===== config.mk =====
export PLATFORM = sky130hd
export DESIGN_NAME = alu_arbiter
export DESIGN_NICKNAME = d
export VERILOG_FILES = /design/src/rtl/alu_arbiter.sv
export SDC_FILE = /design/constraint.sdc
export NUM_CORES = 1
export LEC_CHECK = 0
export CAP_MARGIN = 20
export CORE_AREA = 2 2 232 234
export CTS_BUF_LIST = sky130_fd_sc_hd__clkbuf_8 sky130_fd_sc_hd__clkbuf_16
export CTS_CLUSTER_SIZE = 24
export DETAILED_ROUTE_END_ITERATION = 8
export DIE_AREA = 0 0 234 236
export MAX_ROUTING_LAYER = met4
export PLACE_DENSITY = 0.46
export RECOVER_POWER = 100
export SYNTH_ARGS = -nofsm -noshare
export SYNTH_HDL_FRONTEND = slang
export SYNTH_SLANG_ARGS = --single-unit
export TNS_END_PERCENT = 1

===== constraint.sdc =====
create_clock -name clk -period 7.4 [get_ports clk]
set_input_delay 1.11 -clock clk [delete_from_list [all_inputs] [get_ports clk]]
set_output_delay 1.11 -clock clk [all_outputs]
set_load 0.1 [all_outputs]

===== src/rtl/alu_arbiter.sv =====
// Two-requester arbiter in front of one shared combinational ALU.
// Each transaction runs IDLE -> EXEC -> RESP -> IDLE, with one transaction in flight.
// Optional feature: define ALU_ARB_FIXED_PRIO_EN to make requester 0 always win a
// simultaneous request. By default, arbitration is round-robin.
module alu_arbiter #(
  parameter int unsigned xlen = 64
) (
  input  logic            clk,
  input  logic            rst,

  input  logic            req0_valid,
  output logic            req0_ready,
  input  logic [xlen-1:0] req0_a,
  input  logic [xlen-1:0] req0_b,
  input  logic [2:0]      req0_ctrl,

  input  logic            req1_valid,
  output logic            req1_ready,
  input  logic [xlen-1:0] req1_a,
  input  logic [xlen-1:0] req1_b,
  input  logic [2:0]      req1_ctrl,

  output logic            rsp0_valid,
  input  logic            rsp0_ready,
  output logic [xlen-1:0] rsp0_result,
  output logic            rsp0_zero,

  output logic            rsp1_valid,
  input  logic            rsp1_ready,
  output logic [xlen-1:0] rsp1_result,
  output logic            rsp1_zero,

  output logic [xlen-1:0] alu_a,
  output logic [xlen-1:0] alu_b,
  output logic [2:0]      alu_ctrl,
  input  logic [xlen-1:0] alu_result,
  input  logic            alu_zero,

  output logic            busy
);

  typedef enum logic [1:0] {StIdle, StExec, StResp} state_e;

  state_e          state_q, state_d;
  logic [xlen-1:0] a_q, a_d;
  logic [xlen-1:0] b_q, b_d;
  logic [2:0]      ctrl_q, ctrl_d;
  logic            owner_q, owner_d;
  logic [xlen-1:0] result_q, result_d;
  logic            zero_q, zero_d;
  logic            grant;
  logic            rsp_ready_sel;

`ifndef ALU_ARB_FIXED_PRIO_EN
  logic            last_q, last_d;
`endif

  // Pick the requester that would win this cycle. This choice is only acted on in IDLE.
`ifdef ALU_ARB_FIXED_PRIO_EN
  always_comb begin
    grant = req1_valid && !req0_valid;
  end
`else
  // A lone request always wins. On a tie (or when nothing is requested), the requester
  // that was not served last is preferred.
  always_comb begin
    if (req0_valid ^ req1_valid) begin
      grant = req1_valid;
    end else begin
      grant = ~last_q;
    end
  end
`endif

  // Drive the handshake outputs, the shared-ALU outputs and the status output.
  always_comb begin
    req0_ready    = (state_q == StIdle) && !grant;
    req1_ready    = (state_q == StIdle) && grant;
    rsp0_valid    = (state_q == StResp) && !owner_q;
    rsp1_valid    = (state_q == StResp) && owner_q;
    rsp0_result   = result_q;
    rsp1_result   = result_q;
    rsp0_zero     = zero_q;
    rsp1_zero     = zero_q;
    // The ALU only ever sees registered operands, so requester inputs never reach it.
    alu_a         = a_q;
    alu_b         = b_q;
    alu_ctrl      = ctrl_q;
    busy          = (state_q != StIdle);
    rsp_ready_sel = owner_q ? rsp1_ready : rsp0_ready;
  end

  // Compute the next state, capture operands and results, and track the last-served requester.
  always_comb begin
    state_d  = state_q;
    a_d      = a_q;
    b_d      = b_q;
    ctrl_d   = ctrl_q;
    owner_d  = owner_q;
    result_d = result_q;
    zero_d   = zero_q;
`ifndef ALU_ARB_FIXED_PRIO_EN
    last_d   = last_q;
`endif
    unique case (state_q)
      StIdle: begin
        if (req0_valid || req1_valid) begin
          a_d     = grant ? req1_a : req0_a;
          b_d     = grant ? req1_b : req0_b;
          ctrl_d  = grant ? req1_ctrl : req0_ctrl;
          owner_d = grant;
          state_d = StExec;
        end
      end
      StExec: begin
        result_d = alu_result;
        zero_d   = alu_zero;
        state_d  = StResp;
      end
      StResp: begin
        if (rsp_ready_sel) begin
          state_d = StIdle;
`ifndef ALU_ARB_FIXED_PRIO_EN
          last_d  = owner_q;
`endif
        end
      end
      default: state_d = StIdle;
    endcase
  end

  // State and datapath registers. Reset aborts any in-flight transaction.
  always_ff @(posedge clk or posedge rst) begin
    if (rst) begin
      state_q  <= StIdle;
      a_q      <= '0;
      b_q      <= '0;
      ctrl_q   <= '0;
      owner_q  <= 1'b0;
      result_q <= '0;
      zero_q   <= 1'b0;
`ifndef ALU_ARB_FIXED_PRIO_EN
      last_q   <= 1'b1;
`endif
    end else begin
      state_q  <= state_d;
      a_q      <= a_d;
      b_q      <= b_d;
      ctrl_q   <= ctrl_d;
      owner_q  <= owner_d;
      result_q <= result_d;
      zero_q   <= zero_d;
`ifndef ALU_ARB_FIXED_PRIO_EN
      last_q   <= last_d;
`endif
    end
  end

endmodule


**Word level (Yosys, flattened, before mapping)**

Index checks and enable logic that the tools add are counted.

- Equal/unequal tests: 4
- Mux-type cells: 8
- Bitwise logic cells: 2
- Reduce and logical (&&, ||, !) cells: 12

Operators by type and width:

| operator | number |
|---|---|
| $mux W64 | 2 |
| $pmux W2 S3 | 1 |
| $reduce_and A2 Y1 | 3 |
| $logic_and A1 B1 Y1 | 4 |
| $mux W2 | 2 |
| $mux W3 | 1 |
| $eq A2 B1 Y1 const B | 1 |
| $eq A2 B2 Y1 const B | 1 |
| $logic_not A1 Y1 | 2 |
| $logic_not A2 Y1 | 1 |
| $mux W1 | 2 |
| $ne A2 B1 Y1 const B | 1 |
| $ne A2 B2 Y1 const B | 1 |
| $reduce_bool A2 Y1 | 1 |
| $logic_or A1 B1 Y1 | 1 |
| $not A1 Y1 | 1 |
| $xor A1 B1 Y1 | 1 |

- Bits in registers: 200
- Bits of input ports: 333
- Output and inout bits: 266
- Word-level logic and storage cells: 34

**Depth between registers and ports, before layout**

- Word-level depth: 4
- Mapped depth: 8
- Mapped depth without buffers: 5

**Worst setup path before layout**

No wires, ideal clock.

- Kind: input-to-output
- Start point: input port req0_valid
- End point: output port req0_ready
- Arrival: 3.960 ns
- Required time: 6.290 ns
- Setup slack: 2.330 ns
- Stages on the path: 6
- Buffers on the path: 2
- Cell sequence: inv_1 ha_1 and2_1 buf_2 clkbuf_1 nor3_1

- Cells in the longest elaborated chain, start to end: 4

Ends and longest elaborated chain:

| what | RTL line | RTL |
|---|---|---|
| start: declaration | 11 | `input logic req0_valid,` |
| $xor A1 B1 Y1 | 67 | `if (req0_valid ^ req1_valid) begin` |
| $mux W1 | 67 |  |
| $logic_not A1 Y1 | 77 | `req0_ready = (state_q == StIdle) && !grant;` |
| $logic_and A1 B1 Y1 | 77 |  |
| end: declaration | 12 | `output logic req0_ready,` |

Every way passes these cells.

**Worst setup path in the final report**

- Start point: input port req1_valid
- End point: register b_q[31], in the netlist alu_b[31]

- Cells in the longest elaborated chain, start to end: 3
- Elaborated cells on any way between the ends: 5
- Those cells by class: 2 x mux; 1 x bitwise; 2 x reduce/logical

Ends and longest elaborated chain:

| what | RTL line | RTL |
|---|---|---|
| start: declaration | 17 | `input logic req1_valid,` |
| $xor A1 B1 Y1 | 67 |  |
| $mux W1 | 67 |  |
| $mux W64 | 109 | `b_d = grant ? req1_b : req0_b;` |
| end signal: assignment | 137 | `b_q <= '0;` |
| end signal: assignment | 148 | `b_q <= b_d;` |
| end: declaration | 46 | `logic [xlen-1:0] b_q, b_d;` |

Parallel ways exist; a longest one is shown, timed or not.
A chain may end at the register's enable or synchronous reset.

==> flow_metrics.tcl <==
set metrics [dict create \
    outcome "complete, but fails checks" \
    violations "max-capacitance violations, max-slew violations" \
    path_clk_slew_ns 0.08 \
    die_x_um 234 \
    hold_viol 0 \
    ios 599 \
    yosysWarnings 0 \
    path_delay_family "buffers and inverters" \
    crit_chain "dlygate4sd3_1, inv_1, ha_1, nor3_1, clkbuf_1, clkbuf_2, a31oi_1" \
    worst_slew_pin_slew_ns 4.346 \
    design.die.area_um2 55220 \
    r2r_slack_ns 2.74 \
    r2r-start "state_q[1]" \
    syn_inst 973 \
    cts.repair.resized 0 \
    finalSetupViolations 0 \
    crit_path_top_delay_cell "clkbuf_1" \
    grt_pass1_wl_um 61760 \
    num_vias 9293 \
    worstPathArrival_ns 5.97 \
    synth_area_um2 9478 \
    skew_ns 0.007842 \
    dr.pass1.iters 4 \
    reg2reg_depth 4 \
    syn_area_per_cell_um2 9.741 \
    slew_headroom -1.897 \
    start_kind "input pin" \
    num_rows 85 \
    hold_depth 1 \
    period_share 0.7683 \
    core_um2 53070 \
    worst-path-buf-inv 4 \
    grt_use_total 0.1557 \
    cts_htree_levels 4 \
    drc_errors 0 \
    drv_slew 471 \
    cap_violations 6 \
    portBuffers 598 \
    routedWlPerCell_um 19.69 \
    ctsHoldBuffers 0 \
    routed_via_density 4.312 \
    drive_gt1_frac 0.04883 \
    initial_core_util 0.1786 \
    cp_slowest_stage_delay_ns 1.81 \
    synthArstFlopShare 1.000 \
    regToRegEndpoint "alu_b[31]" \
    drtIter0Drc 429 \
    synthToLayoutAreaGrowth_pct 69.64 \
    worstSetupPathType "in -> reg" \
    die_h_um 236 \
    synth-seq-cells 200 \
    rsz0062_at_grt "false" \
    layout_common_cells "329 x clkdlybuf4s50_1, 266 x dlygate4sd3_1, 199 x dfrtp_1" \
    min_from "rsp0_result[24]" \
    final_common_cell "clkdlybuf4s50_1" \
    hold_end "rsp0_result[24]" \
    grt_overflow 0 \
    max_freq_ghz 0.1759 \
    timing.final.crit_period_ns 5.685 \
    cts_buffers 17 \
    ys_seq_area_frac 0.5282 \
    tritoncts "built" \
    synth-edff-count 0 \
    tns_ns 0 \
    root_buffer "clkbuf_16" \
    place.gp.congestion 0.7746 \
    grt_antenna_before_repair 5 \
    dp_hpwl_um 30310 \
    synth_ff_type "dfrtp_1" \
    wl_um 42440 \
    fin_nets 1775 \
    crit_required_ns 7.68 \
    syn_nets 1307 \
    clk_latency_ns 0.49 \
    ant_nets 0 \
    post_cts_buffers 0 \
    grt_pass1_vias 9505 \
    grt_max_degree 107 \
    ys_types 28 \
    crit_fanout 93 \
    cts.path.max_buffers 2 \
    cts_sinks 200 \
    hold_path.class "reg -> reg" \
    endpoint_kind "register" \
    n_fill_cell 5543 \
]
-- registers in the layout, indices dropped and copies added (netlist names) --
name         count
alu_a           64
alu_b           64
rsp0_result     64
alu_ctrl         3
state_q          2
last_q           1
owner_q          1
rsp0_zero        1
-- kinds of logic after synthesis --
kind of cell	share of synthesized area
buffers and inverters	0.1034
and+or+nand+nor	0.1303
AOI/OAI and AO/OA	0.1584
adders and majority gates	0.001320
muxes	0.07842
DFF	0.5282
-- cells in the mapped netlist (all sizes together) (2+ instances only) --
cell	count	area (um^2)
o21ai	132	660.6
or2	2	12.52
clkbuf	20	75.07
dfrtp	199	4980
nand2	2	7.510
a31oi	131	819.5
nand2b	2	12.51
and2	2	12.51
buf	139	893.3
nor2	136	513.0
mux2	66	743.2
nand3	131	655.6
inv	3	11.26
nor3	2	15.01
-- how the worst max path moves through the flow --
stage | startpoint | endpoint | slack, ns | cells past startpoint
4_1_cts | req1_valid | req1_ready | 2.05 | 7
2_1_floorplan | rst | alu_a[0] | 0.84 | 1
3_5_place_dp | req1_valid | req1_ready | 2.07 | 7
6_report | req1_valid | alu_b[31] | 1.71 | 7
5_1_grt | req1_valid | alu_b[31] | 1.05 | 7
3_3_place_gp | req1_valid | req1_ready | 2.06 | 7
-- metal layers --
layer | vias to the layer above | share of wire | GRT usage
met2 | 400 | 0.49 | 0.2523
met1 | 4506 | 0.40 | 0.1732
met5 | - | 0 | -
li1 | 4342 | - | -
met4 | 0 | 0.025 | 0.05888
met3 | 45 | 0.091 | 0.05791
-- through the flow --
step / cell area, um^2 / hold slack, ns / setup WS, ns / utilization / instances
global route: 16080 / 0.5362 / 1.052 / 0.3030 / 2155
floorplan: 9478 / 0.5436 / 0.8376 / - / 973
CTS: 16120 / 0.5312 / 2.050 / 0.3038 / 2150
global placement: 15480 / 0.4988 / 2.056 / 0.2918 / 2118
detailed placement: 15480 / 0.5134 / 2.070 / 0.2918 / 2118
finish: 16080 / 0.5117 / 1.715 / 0.3030 / 2155
-- worst register-to-register path: stages (launching register included) --
cell and delay [ns]:
dfrtp_1 0.41, nor3_1 0.42, clkbuf_1 1.81, clkbuf_2 1.54
a31oi_1 0.27
-- final cells by class --
| cell class | count | area, um^2 | area share |
|---|---|---|---|
| timing repair buffer | 608 | 6041 | 0.3757 |
| sequential | 200 | 5006 | 0.3114 |
| multi-input combinational | 611 | 3497 | 0.2175 |
| tap | 696 | 870.8 | 0.05416 |
| clock buffer | 17 | 425.4 | 0.02646 |
| clock inverter | 15 | 214.0 | 0.01331 |
| antenna | 5 | 12.51 | 0.0007782 |
| inverter | 3 | 11.26 | 0.0007004 |
Power is left out: the tool's default activity adds up to more than one toggle a clock period on the data nets, which glitch-free logic cannot reach.
